==> config.mk <==
export PLATFORM = sky130hd
export DESIGN_NAME = vga_sync_gen_flat
export DESIGN_NICKNAME = d
export VERILOG_FILES = /design/src/rtl/vga_sync_gen_if.sv /design/src/rtl/vga_sync_gen.sv /design/src/flat_wrapper.sv
export SDC_FILE = /design/constraint.sdc
export NUM_CORES = 1
export LEC_CHECK = 0
export CAP_MARGIN = 5
export CORE_AREA = 2 2 58 60
export CTS_CLUSTER_SIZE = 24
export DETAILED_ROUTE_END_ITERATION = 6
export DIE_AREA = 0 0 60 62
export PLACE_DENSITY = 0.7
export SYNTH_ARGS = -nofsm -noshare
export SYNTH_HDL_FRONTEND = slang
export SYNTH_SLANG_ARGS = --single-unit
==> constraint.sdc <==
create_clock -name clk -period 3.2 [get_ports clk]
set_input_delay 0.8 -clock clk [delete_from_list [all_inputs] [get_ports clk]]
set_output_delay 0.8 -clock clk [all_outputs]
set_load 0.01 [all_outputs]
==> src/rtl/vga_sync_gen_if.sv <==
// VGA timing bundle: pixel-advance enable in, sync/position/flags out.
// frame_cnt is present only when VGA_FRAME_CNT_EN is defined.
interface vga_sync_gen_if #(
  parameter int CNT_W = 10
);
  logic             pix_en;
  logic [CNT_W-1:0] hpos;
  logic [CNT_W-1:0] vpos;
  logic             hsync;
  logic             vsync;
  logic             display_on;
  logic             line_start;
  logic             frame_start;
`ifdef VGA_FRAME_CNT_EN
  logic [7:0]       frame_cnt;
`endif

  modport master (
    input  pix_en,
    output hpos, vpos, hsync, vsync, display_on, line_start, frame_start
`ifdef VGA_FRAME_CNT_EN
    , output frame_cnt
`endif
  );

  modport slave (
    output pix_en,
    input  hpos, vpos, hsync, vsync, display_on, line_start, frame_start
`ifdef VGA_FRAME_CNT_EN
    , input frame_cnt
`endif
  );
endinterface

==> src/rtl/vga_sync_gen.sv <==
// Parametrised VGA timing generator with fully registered, mutually aligned outputs.
// Optional 8-bit frame counter enabled by VGA_FRAME_CNT_EN.
module vga_sync_gen #(
  parameter int H_ACTIVE = 640,
  parameter int H_FP     = 16,
  parameter int H_SYNC   = 96,
  parameter int H_BP     = 48,
  parameter int V_ACTIVE = 480,
  parameter int V_FP     = 10,
  parameter int V_SYNC   = 2,
  parameter int V_BP     = 33,
  parameter bit SYNC_POL = 1'b0,
  parameter int CNT_W    = 10
) (
  input  logic               clk,
  input  logic               rst,
  vga_sync_gen_if.master     vga
);
  localparam int H_TOTAL = H_ACTIVE + H_FP + H_SYNC + H_BP;
  localparam int V_TOTAL = V_ACTIVE + V_FP + V_SYNC + V_BP;

  localparam logic [CNT_W-1:0] H_LAST  = CNT_W'(H_TOTAL - 1);
  localparam logic [CNT_W-1:0] V_LAST  = CNT_W'(V_TOTAL - 1);
  localparam logic [CNT_W-1:0] H_VIS   = CNT_W'(H_ACTIVE);
  localparam logic [CNT_W-1:0] V_VIS   = CNT_W'(V_ACTIVE);
  localparam logic [CNT_W-1:0] HS_BEG  = CNT_W'(H_ACTIVE + H_FP);
  localparam logic [CNT_W-1:0] HS_END  = CNT_W'(H_ACTIVE + H_FP + H_SYNC);
  localparam logic [CNT_W-1:0] VS_BEG  = CNT_W'(V_ACTIVE + V_FP);
  localparam logic [CNT_W-1:0] VS_END  = CNT_W'(V_ACTIVE + V_FP + V_SYNC);

  if (H_FP < 1 || H_SYNC < 1 || H_BP < 1 || V_FP < 1 || V_SYNC < 1 || V_BP < 1 ||
      H_TOTAL > (1 << CNT_W) || V_TOTAL > (1 << CNT_W)) begin : g_bad_params
    $error("vga_sync_gen: illegal timing parameters");
  end

  logic [CNT_W-1:0] hpos_q, vpos_q, h_nxt, v_nxt;
  logic             h_wrap, v_wrap;
  logic             hsync_q, vsync_q, disp_q, ls_q, fs_q;

  // Next-state counters; all output flags are decoded from these so they
  // land in the same cycle as the position they describe.
  always_comb begin
    h_nxt  = hpos_q;
    v_nxt  = vpos_q;
    h_wrap = 1'b0;
    v_wrap = 1'b0;
    if (vga.pix_en) begin
      if (hpos_q == H_LAST) begin
        h_nxt  = '0;
        h_wrap = 1'b1;
        if (vpos_q == V_LAST) begin
          v_nxt  = '0;
          v_wrap = 1'b1;
        end else begin
          v_nxt  = vpos_q + 1'b1;
        end
      end else begin
        h_nxt = hpos_q + 1'b1;
      end
    end
  end

  always_ff @(posedge clk) begin
    if (rst) begin
      hpos_q  <= '0;
      vpos_q  <= '0;
      hsync_q <= ~SYNC_POL;
      vsync_q <= ~SYNC_POL;
      disp_q  <= 1'b1;
      ls_q    <= 1'b0;
      fs_q    <= 1'b0;
    end else begin
      hpos_q  <= h_nxt;
      vpos_q  <= v_nxt;
      hsync_q <= (h_nxt >= HS_BEG && h_nxt < HS_END) ? SYNC_POL : ~SYNC_POL;
      vsync_q <= (v_nxt >= VS_BEG && v_nxt < VS_END) ? SYNC_POL : ~SYNC_POL;
      disp_q  <= (h_nxt < H_VIS) && (v_nxt < V_VIS);
      ls_q    <= h_wrap;
      fs_q    <= h_wrap && v_wrap;
    end
  end

  assign vga.hpos        = hpos_q;
  assign vga.vpos        = vpos_q;
  assign vga.hsync       = hsync_q;
  assign vga.vsync       = vsync_q;
  assign vga.display_on  = disp_q;
  assign vga.line_start  = ls_q;
  assign vga.frame_start = fs_q;

`ifdef VGA_FRAME_CNT_EN
  logic [7:0] fcnt_q;

  always_ff @(posedge clk) begin
    if (rst)                 fcnt_q <= '0;
    else if (h_wrap && v_wrap) fcnt_q <= fcnt_q + 8'd1;
  end

  assign vga.frame_cnt = fcnt_q;
`endif
endmodule

==> src/flat_wrapper.sv <==
// flat-port wrapper written by rule: the top's interface ports become plain ports
module vga_sync_gen_flat 
#(
  parameter int H_ACTIVE = 640,
  parameter int H_FP     = 16,
  parameter int H_SYNC   = 96,
  parameter int H_BP     = 48,
  parameter int V_ACTIVE = 480,
  parameter int V_FP     = 10,
  parameter int V_SYNC   = 2,
  parameter int V_BP     = 33,
  parameter bit SYNC_POL = 1'b0,
  parameter int CNT_W    = 10
)
  (clk, rst, vga_pix_en, vga_hpos, vga_vpos, vga_hsync, vga_vsync, vga_display_on, vga_line_start, vga_frame_start);
  vga_sync_gen_if #(.CNT_W(CNT_W)) vga_i ();
  input  logic clk;
  input  logic rst;
  input wire logic [$bits(vga_i.pix_en)-1:0] vga_pix_en;
  output wire logic [$bits(vga_i.hpos)-1:0] vga_hpos;
  output wire logic [$bits(vga_i.vpos)-1:0] vga_vpos;
  output wire logic [$bits(vga_i.hsync)-1:0] vga_hsync;
  output wire logic [$bits(vga_i.vsync)-1:0] vga_vsync;
  output wire logic [$bits(vga_i.display_on)-1:0] vga_display_on;
  output wire logic [$bits(vga_i.line_start)-1:0] vga_line_start;
  output wire logic [$bits(vga_i.frame_start)-1:0] vga_frame_start;
  assign vga_i.pix_en = vga_pix_en;
  assign vga_hpos = vga_i.hpos;
  assign vga_vpos = vga_i.vpos;
  assign vga_hsync = vga_i.hsync;
  assign vga_vsync = vga_i.vsync;
  assign vga_display_on = vga_i.display_on;
  assign vga_line_start = vga_i.line_start;
  assign vga_frame_start = vga_i.frame_start;
  vga_sync_gen #(.H_ACTIVE(H_ACTIVE), .H_FP(H_FP), .H_SYNC(H_SYNC), .H_BP(H_BP), .V_ACTIVE(V_ACTIVE), .V_FP(V_FP), .V_SYNC(V_SYNC), .V_BP(V_BP), .SYNC_POL(SYNC_POL), .CNT_W(CNT_W)) u_core (.clk(clk), .rst(rst), .vga(vga_i));
endmodule
==> impl_results.rst, run 1 <==
.. list-table::
   :header-rows: 1

   * - Metric
     - Value
   * - Antenna violations before repair
     - 0
   * - Insertion delay to the later sink of the worst-skew pair
     - 320 ps
   * - Max IR drop VDD
     - 149 uV
   * - Via count normalized by instance count
     - 5.65
   * - Result of the run
     - finished clean
   * - Wire length after detailed routing
     - 3.17 mm
   * - Count of mapped cells out of synthesis
     - 159
   * - Number of maximum-capacitance violations
     - 0
   * - Minimum clock period after layout
     - 2830 ps
   * - Grt total ovfl
     - 0
   * - Final-report setup violation count
     - 0
   * - Number of design-rule violations left by the first detailed-router iteration
     - 55
   * - Core Region
     - 3180 um^2
   * - Tightest Hold Check Type
     - reg2reg
   * - Resized cells post-CTS
     - 0
   * - TritonCTS Buffers
     - 3
   * - ANT nets after route
     - 0
   * - Relative max-transition margin
     - 67.6%
   * - Area of placed instances
     - 1680 um^2
   * - Clock root buffer master
     - sky130_fd_sc_hd__clkbuf_4
   * - Avg Synthesized Cell Area
     - 8.44 um^2
   * - Final hold viol count
     - 0
   * - Starting Density
     - 42.2%
   * - Drc violations
     - 0
   * - Placement Rows
     - 21
   * - Number of warnings printed during yosys synthesis
     - 0
   * - Total vias in the final route
     - 1316
   * - Unique cell type count in the Yosys netlist
     - 42
   * - Worst setup slack before clock tree synthesis
     - 19.7 ps
   * - Sequential area share after synthesis
     - 37.3%
   * - Accumulated negative setup slack
     - 0 ps
   * - Number of fillers in the final layout
     - 306
   * - Number of I/O pins
     - 28
   * - Power per unit of standard cell area
     - 285 nW/um^2
   * - Worst Path Class, Setup
     - in2reg
   * - Post-detailed-route wirelength per cell
     - 13.6 um
   * - Post-CTS Repair Setup Buffers
     - 0
   * - Number of global-route vias before repair
     - 1199
   * - Total track usage
     - 19.2%
   * - Post-route cell area
     - 1710 um^2
   * - Chip height
     - 62 um
   * - Count of hold buffers inserted by post-cts repair
     - 0
   * - Most frequent standard cell in the layout excluding fill and tap cells
     - sky130_fd_sc_hd__clkdlybuf4s50_1
   * - Fraction of layout cells with a size suffix above 1
     - 9.09%
   * - Placed wire-length estimate after detailed placement
     - 2.39 mm
   * - Number of H-tree levels
     - 1
   * - Flip-flop and latch count after synthesis
     - 25
   * - Worst EP required
     - 3410 ps
   * - Wire length of the first global-routing pass
     - 5.45 mm
   * - Clock Path Buffers
     - 2
   * - TritonCTS clock tree
     - yes
   * - Num Clock Sinks
     - 25
   * - Crit share post-route
     - 88.5%
   * - Clock-pin slew on the worst setup and hold paths
     - 130 ps
   * - Initial DRT Pass Iterations
     - 4
   * - Crit end category
     - flip-flop
   * - Overall die width
     - 60 um
   * - Commonest cells after routing, fill and taps aside
     - sky130_fd_sc_hd__clkdlybuf4s50_1 (27), sky130_fd_sc_hd__dfxtp_1 (25), sky130_fd_sc_hd__a21oi_1 (14)
   * - Mapped Area
     - 1340 um^2
   * - Max Freq
     - 353 MHz
   * - Static Leakage
     - 0.570 nW
   * - Area delta synth->final
     - 27.0%
   * - Die ar.
     - 3720 um^2
   * - Number of port buffers
     - 27
   * - Setup crit start kind
     - primary input
   * - Maximum number of pins on one net before global-route repair
     - 15
   * - Actual slew at the worst max-slew pin
     - 483 ps
   * - CP Data Arrival Time
     - 3050 ps
   * - Number of antenna repair diodes
     - 0
   * - Final worst setup slack
     - 367 ps
   * - Post-Synthesis Net Count
     - 165
   * - Slew Limit Fails
     - 0
   * - Last weighted congestion value of the routability-driven placer
     - 0.850
   * - CP Max Fanout
     - 10
   * - Nets
     - 194
   * - RSZ-0062 raised after global routing
     - no
   * - Final worst clock skew
     - 2.90 ps
-- sequential cells by signal, indices dropped and copies added (netlist names) --
register                count
u_core.vga.display_on       1
u_core.vga.frame_start      1
u_core.vga.vsync            1
u_core.vga.hsync            1
u_core.vga.line_start       1
u_core.vga.hpos            10
u_core.vga.vpos            10
-- cells in the mapped netlist (all sizes together) --
| cell type | count | area share, % |
|---|---|---|
| a2111o | 1 | 0.84 |
| a211o | 1 | 0.65 |
| a211oi | 2 | 1.1 |
| a21o | 1 | 0.56 |
| a21oi | 14 | 5.2 |
| a221oi | 2 | 2.2 |
| a22oi | 1 | 0.56 |
| a311oi | 1 | 0.65 |
| a31oi | 1 | 0.47 |
| and2 | 1 | 0.47 |
| and3 | 4 | 1.9 |
| and4 | 2 | 1.3 |
| buf | 3 | 1.8 |
| clkbuf | 7 | 2.0 |
| dfxtp | 25 | 37 |
| ha | 3 | 2.8 |
| inv | 4 | 1.1 |
| mux2i | 2 | 1.5 |
| nand2 | 13 | 3.6 |
| nand2b | 1 | 0.47 |
| nand3 | 8 | 3.0 |
| nand4 | 7 | 3.3 |
| nand4b | 1 | 0.65 |
| nor2 | 7 | 2.0 |
| nor3 | 12 | 4.5 |
| nor3b | 1 | 0.56 |
| nor4 | 1 | 0.47 |
| nor4bb | 1 | 0.75 |
| o211a | 1 | 0.75 |
| o21ai | 6 | 2.2 |
| o21ba | 1 | 0.75 |
| o2bb2ai | 1 | 0.65 |
| o31ai | 3 | 1.7 |
| or3 | 4 | 2.2 |
| or3b | 1 | 0.65 |
| or4 | 6 | 3.6 |
| xnor2 | 4 | 2.6 |
| xor2 | 5 | 3.3 |
-- worst paths after layout --
check | start | end | slack [ps] | depth (start not counted)
worst max-delay path | vga_pix_en | u_core.vga.display_on | 370 | 6
worst min-delay path | u_core.vga.vpos[0] | u_core.vga.vpos[0] | 530 | 2
worst max register to register | u_core.vga.hpos[5] | u_core.vga.display_on | 490 | 5
worst min register to register | u_core.vga.vpos[0] | u_core.vga.vpos[0] | 530 | 2
-- layer usage --
layer	global-route usage (%)	vias to the layer above	wire length [um]
met3	4.35	7	136
met1	25.6	615	1530
met2	30.6	43	1460
met4	6.67	0	47
li1	-	651	-
met5	0	-	0
-- power by group --
group,switching (mW),internal (mW)
combinational,0.0125,0.0129
sequential,0.00362,0.314
clock,0.0949,0.0489
total,0.111,0.376
-- metrics by stage --
stage | hold WS [ps] | std cells | utilization, % | power [mW]
after floorplan | 524 | 159 | - | 0.336
after global placement | 513 | 229 | 52.8 | 0.349
after detailed placement | 518 | 229 | 52.8 | 0.350
after CTS | 537 | 233 | 53.6 | 0.490
after global routing | 584 | 233 | 53.6 | 0.511
final | 532 | 233 | 53.6 | 0.487
-- cell type report --
type | count | area (um^2) | area share [%]
Tap cell | 46 | 57.6 | 3.37
Sequential cell | 25 | 500 | 29.3
Inverter | 4 | 15.0 | 0.880
Multi-Input combinational cell | 120 | 783 | 45.9
Timing Repair Buffer | 34 | 323 | 18.9
Clock buffer | 4 | 26.3 | 1.54
-- critical path, cell delays in order --
cell                              delay [ps]
sky130_fd_sc_hd__clkdlybuf4s50_1         480
sky130_fd_sc_hd__nand2_1                  80
sky130_fd_sc_hd__or4_1                   640
sky130_fd_sc_hd__or4_1                   600
sky130_fd_sc_hd__a221oi_2                320
sky130_fd_sc_hd__a211oi_1                130
-- cells by family (layout without fill, tap and decap cells) --
family	after synthesis	count (layout)	synth area share, %
simple gates	70	70	29.4
compound gates	36	36	18.4
flops	25	25	37.3
buf+inv	14	42	4.85
xor+xnor	9	9	5.87
fa+ha+maj	3	3	2.80
mux	2	2	1.49
Power figures use the tool's default switching activity.
==> run 2: changes to the inputs <==
CTS_BUF_LIST = sky130_fd_sc_hd__clkbuf_4   (was not set)
RECOVER_POWER = 25   (was not set)
==> impl_results.rst, run 2 (same netlist as run 1, synthesis figures left out) <==
.. list-table::
   :header-rows: 1

   * - Metric
     - Value
   * - Result of the run
     - finished clean (unchanged)
   * - Number of global-route vias before repair
     - 1188 (was 1199)
   * - Clock Path Buffers
     - 2 (unchanged)
   * - Core Region
     - 3180 um^2 (unchanged)
   * - Grt total ovfl
     - 0 (unchanged)
   * - Number of antenna repair diodes
     - 0 (unchanged)
   * - Last weighted congestion value of the routability-driven placer
     - 0.850 (unchanged)
   * - Tightest Hold Check Type
     - reg2reg (unchanged)
   * - Placement Rows
     - 21 (unchanged)
   * - Area delta synth->final
     - 26.0% (was 27.0%)
   * - Number of cells traversed by the worst hold path
     - 2 (unchanged)
   * - Num Clock Sinks
     - 25 (unchanged)
   * - Final hold viol count
     - 0 (unchanged)
   * - Overall die width
     - 60 um (unchanged)
   * - Worst setup slack before clock tree synthesis
     - 19.7 ps (unchanged)
   * - RSZ-0062 raised after global routing
     - no (unchanged)
   * - Final worst clock skew
     - 1.64 ps (was 2.90 ps)
   * - Actual slew at the worst max-slew pin
     - 535 ps (was 483 ps)
   * - Net load switching power
     - 0.111 mW (about the same)
   * - Combinational share of power
     - 4.9% (was 5.2%)
   * - CP Max Fanout
     - 10 (unchanged)
   * - Delay of the slowest critical-path stage
     - 640 ps (about the same)
   * - CP Data Arrival Time
     - 3120 ps (was 3050 ps)
   * - Clock root buffer master
     - sky130_fd_sc_hd__clkbuf_4 (unchanged)
   * - Commonest cells after routing, fill and taps aside
     - sky130_fd_sc_hd__dfxtp_1 (25), sky130_fd_sc_hd__clkdlybuf4s50_1 (23), sky130_fd_sc_hd__a21oi_1 (14) (was sky130_fd_sc_hd__clkdlybuf4s50_1 (27), sky130_fd_sc_hd__dfxtp_1 (25), sky130_fd_sc_hd__a21oi_1 (14))
   * - Wire length after detailed routing
     - 3.15 mm (was 3.17 mm)
   * - Drc violations
     - 0 (unchanged)
   * - Initial DRT Pass Iterations
     - 4 (unchanged)
   * - Chip height
     - 62 um (unchanged)
   * - Total vias in the final route
     - 1312 (was 1316)
   * - Area of the multi-input gates
     - 777 um^2 (was 783 um^2)
   * - Via count normalized by instance count
     - 5.63 (was 5.65)
   * - CP Cell Sequence
     - dlygate4sd3_1, nand2_1, or4_1, or4_1, a221oi_2, a211oi_1 (was clkdlybuf4s50_1, nand2_1, or4_1, or4_1, a221oi_2, a211oi_1)
   * - Post-route cell area
     - 1690 um^2 (was 1710 um^2)
   * - Fraction of layout cells with a size suffix above 1
     - 7.49% (was 9.09%)
   * - Wire length of the first global-routing pass
     - 5.46 mm (was 5.45 mm)
   * - Overall power of the completed layout
     - 0.494 mW (was 0.487 mW)
   * - ANT nets after route
     - 0 (unchanged)
   * - Setup crit start kind
     - primary input (unchanged)
   * - Sw Share
     - 22.4% (was 22.8%)
   * - Power per unit of standard cell area
     - 292 nW/um^2 (was 285 nW/um^2)
   * - Static Leakage
     - 0.567 nW (was 0.570 nW)
   * - Part of the total power dissipated in sequential elements
     - 64.3% (was 65.2%)
   * - Total track usage
     - 19.2% (unchanged)
   * - Clock-pin slew on the worst setup and hold paths
     - 130 ps (about the same)
   * - Max IR drop VDD
     - 149 uV (about the same)
   * - Number of fillers in the final layout
     - 312 (was 306)
   * - Accumulated negative setup slack
     - 0 ps (unchanged)
   * - Resized cells post-CTS
     - 0 (unchanged)
   * - Most frequent standard cell in the layout excluding fill and tap cells
     - sky130_fd_sc_hd__dfxtp_1 (was sky130_fd_sc_hd__clkdlybuf4s50_1)
   * - Minimum clock period after layout
     - 2910 ps (was 2830 ps)
   * - Count of hold buffers inserted by post-cts repair
     - 0 (unchanged)
   * - Crit share post-route
     - 90.8% (was 88.5%)
   * - Die ar.
     - 3720 um^2 (unchanged)
   * - Max Freq
     - 344 MHz (was 353 MHz)
   * - Slowest CP cell
     - sky130_fd_sc_hd__or4_1 (unchanged)
   * - Number of H-tree levels
     - 1 (unchanged)
   * - Worst hold slack across all endpoints
     - 533 ps (was 532 ps)
   * - Clock power frac
     - 30.8% (was 29.5%)
   * - Number of port buffers
     - 27 (unchanged)
   * - R2R cell count
     - 5 (unchanged)
   * - Number of maximum-capacitance violations
     - 0 (unchanged)
   * - TritonCTS Buffers
     - 3 (unchanged)
   * - Post-CTS Repair Setup Buffers
     - 0 (unchanged)
   * - Worst EP required
     - 3410 ps (about the same)
   * - Number of I/O pins
     - 28 (unchanged)
   * - Number of design-rule violations left by the first detailed-router iteration
     - 83 (was 55)
   * - Nets
     - 194 (unchanged)
   * - Crit end category
     - flip-flop (unchanged)
   * - Area of placed instances
     - 1680 um^2 (unchanged)
   * - TritonCTS clock tree
     - yes (unchanged)
   * - Final-report setup violation count
     - 0 (unchanged)
   * - P_int
     - 0.383 mW (was 0.376 mW)
   * - Slew Limit Fails
     - 0 (unchanged)
   * - Insertion delay to the later sink of the worst-skew pair
     - 320 ps (about the same)
   * - Most used cell, CP
     - sky130_fd_sc_hd__or4_1 (unchanged)
   * - Final worst setup slack
     - 293 ps (was 367 ps)
   * - Worst Path Class, Setup
     - in2reg (unchanged)
   * - Maximum number of pins on one net before global-route repair
     - 15 (unchanged)
   * - Post-detailed-route wirelength per cell
     - 13.5 um (was 13.6 um)
   * - Placed wire-length estimate after detailed placement
     - 2.39 mm (unchanged)
   * - Area occupied by registers
     - 500 um^2 (unchanged)
   * - Antenna violations before repair
     - 0 (unchanged)
   * - Relative max-transition margin
     - 64.3% (was 67.6%)
   * - Starting Density
     - 42.2% (unchanged)
## run 2: area by class of cell
type,count,share of cell area [%]
Multi-Input combinational cell,120,45.9
Tap cell,46,3.40
Sequential cell,25,29.6
Timing Repair Buffer,34,18.4
Clock buffer,4,1.78
Inverter,4,0.888
## run 2: path summary, 6_finish.rpt
| check | from | end | slack [ps] |
|---|---|---|---|
| hold reg to reg | u_core.vga.vpos[0] | u_core.vga.vpos[0] | 530 |
| setup / recovery | vga_pix_en | u_core.vga.display_on | 290 |
| setup reg to reg | u_core.vga.hpos[5] | u_core.vga.display_on | 490 |
| hold / removal | u_core.vga.vpos[0] | u_core.vga.vpos[0] | 530 |
## run 2: power groups by stage
stage / combinational (mW) / sequential [mW] / clock (mW)
6_report: 0.0242 / 0.318 / 0.152
5_1_grt: 0.0264 / 0.319 / 0.175
4_1_cts: 0.0257 / 0.318 / 0.156
3_5_place_dp: 0.0254 / 0.325 / 0
3_3_place_gp: 0.0251 / 0.324 / 0
2_1_floorplan: 0.0112 / 0.325 / 0
## run 2: per-stage QoR
stage,util [%],cells
floorplan,-,159
global placement,52.8,229
detailed placement,52.8,229
CTS,53.8,233
global route,53.2,233
finish,53.2,233
## run 2: metal layers
layer	global-route usage, %	vias to the layer above	share of wire (%)
met4	6.67	0	1.8
met2	30.1	36	45
met5	0	-	0
met1	26.3	617	49
li1	-	650	-
met3	3.73	9	4.2
## run 2: critical path: cells and delay by family
family	cells	cell delay [ps]
compound gates	2	460
simple gates	3	1320
buf+inv	1	540
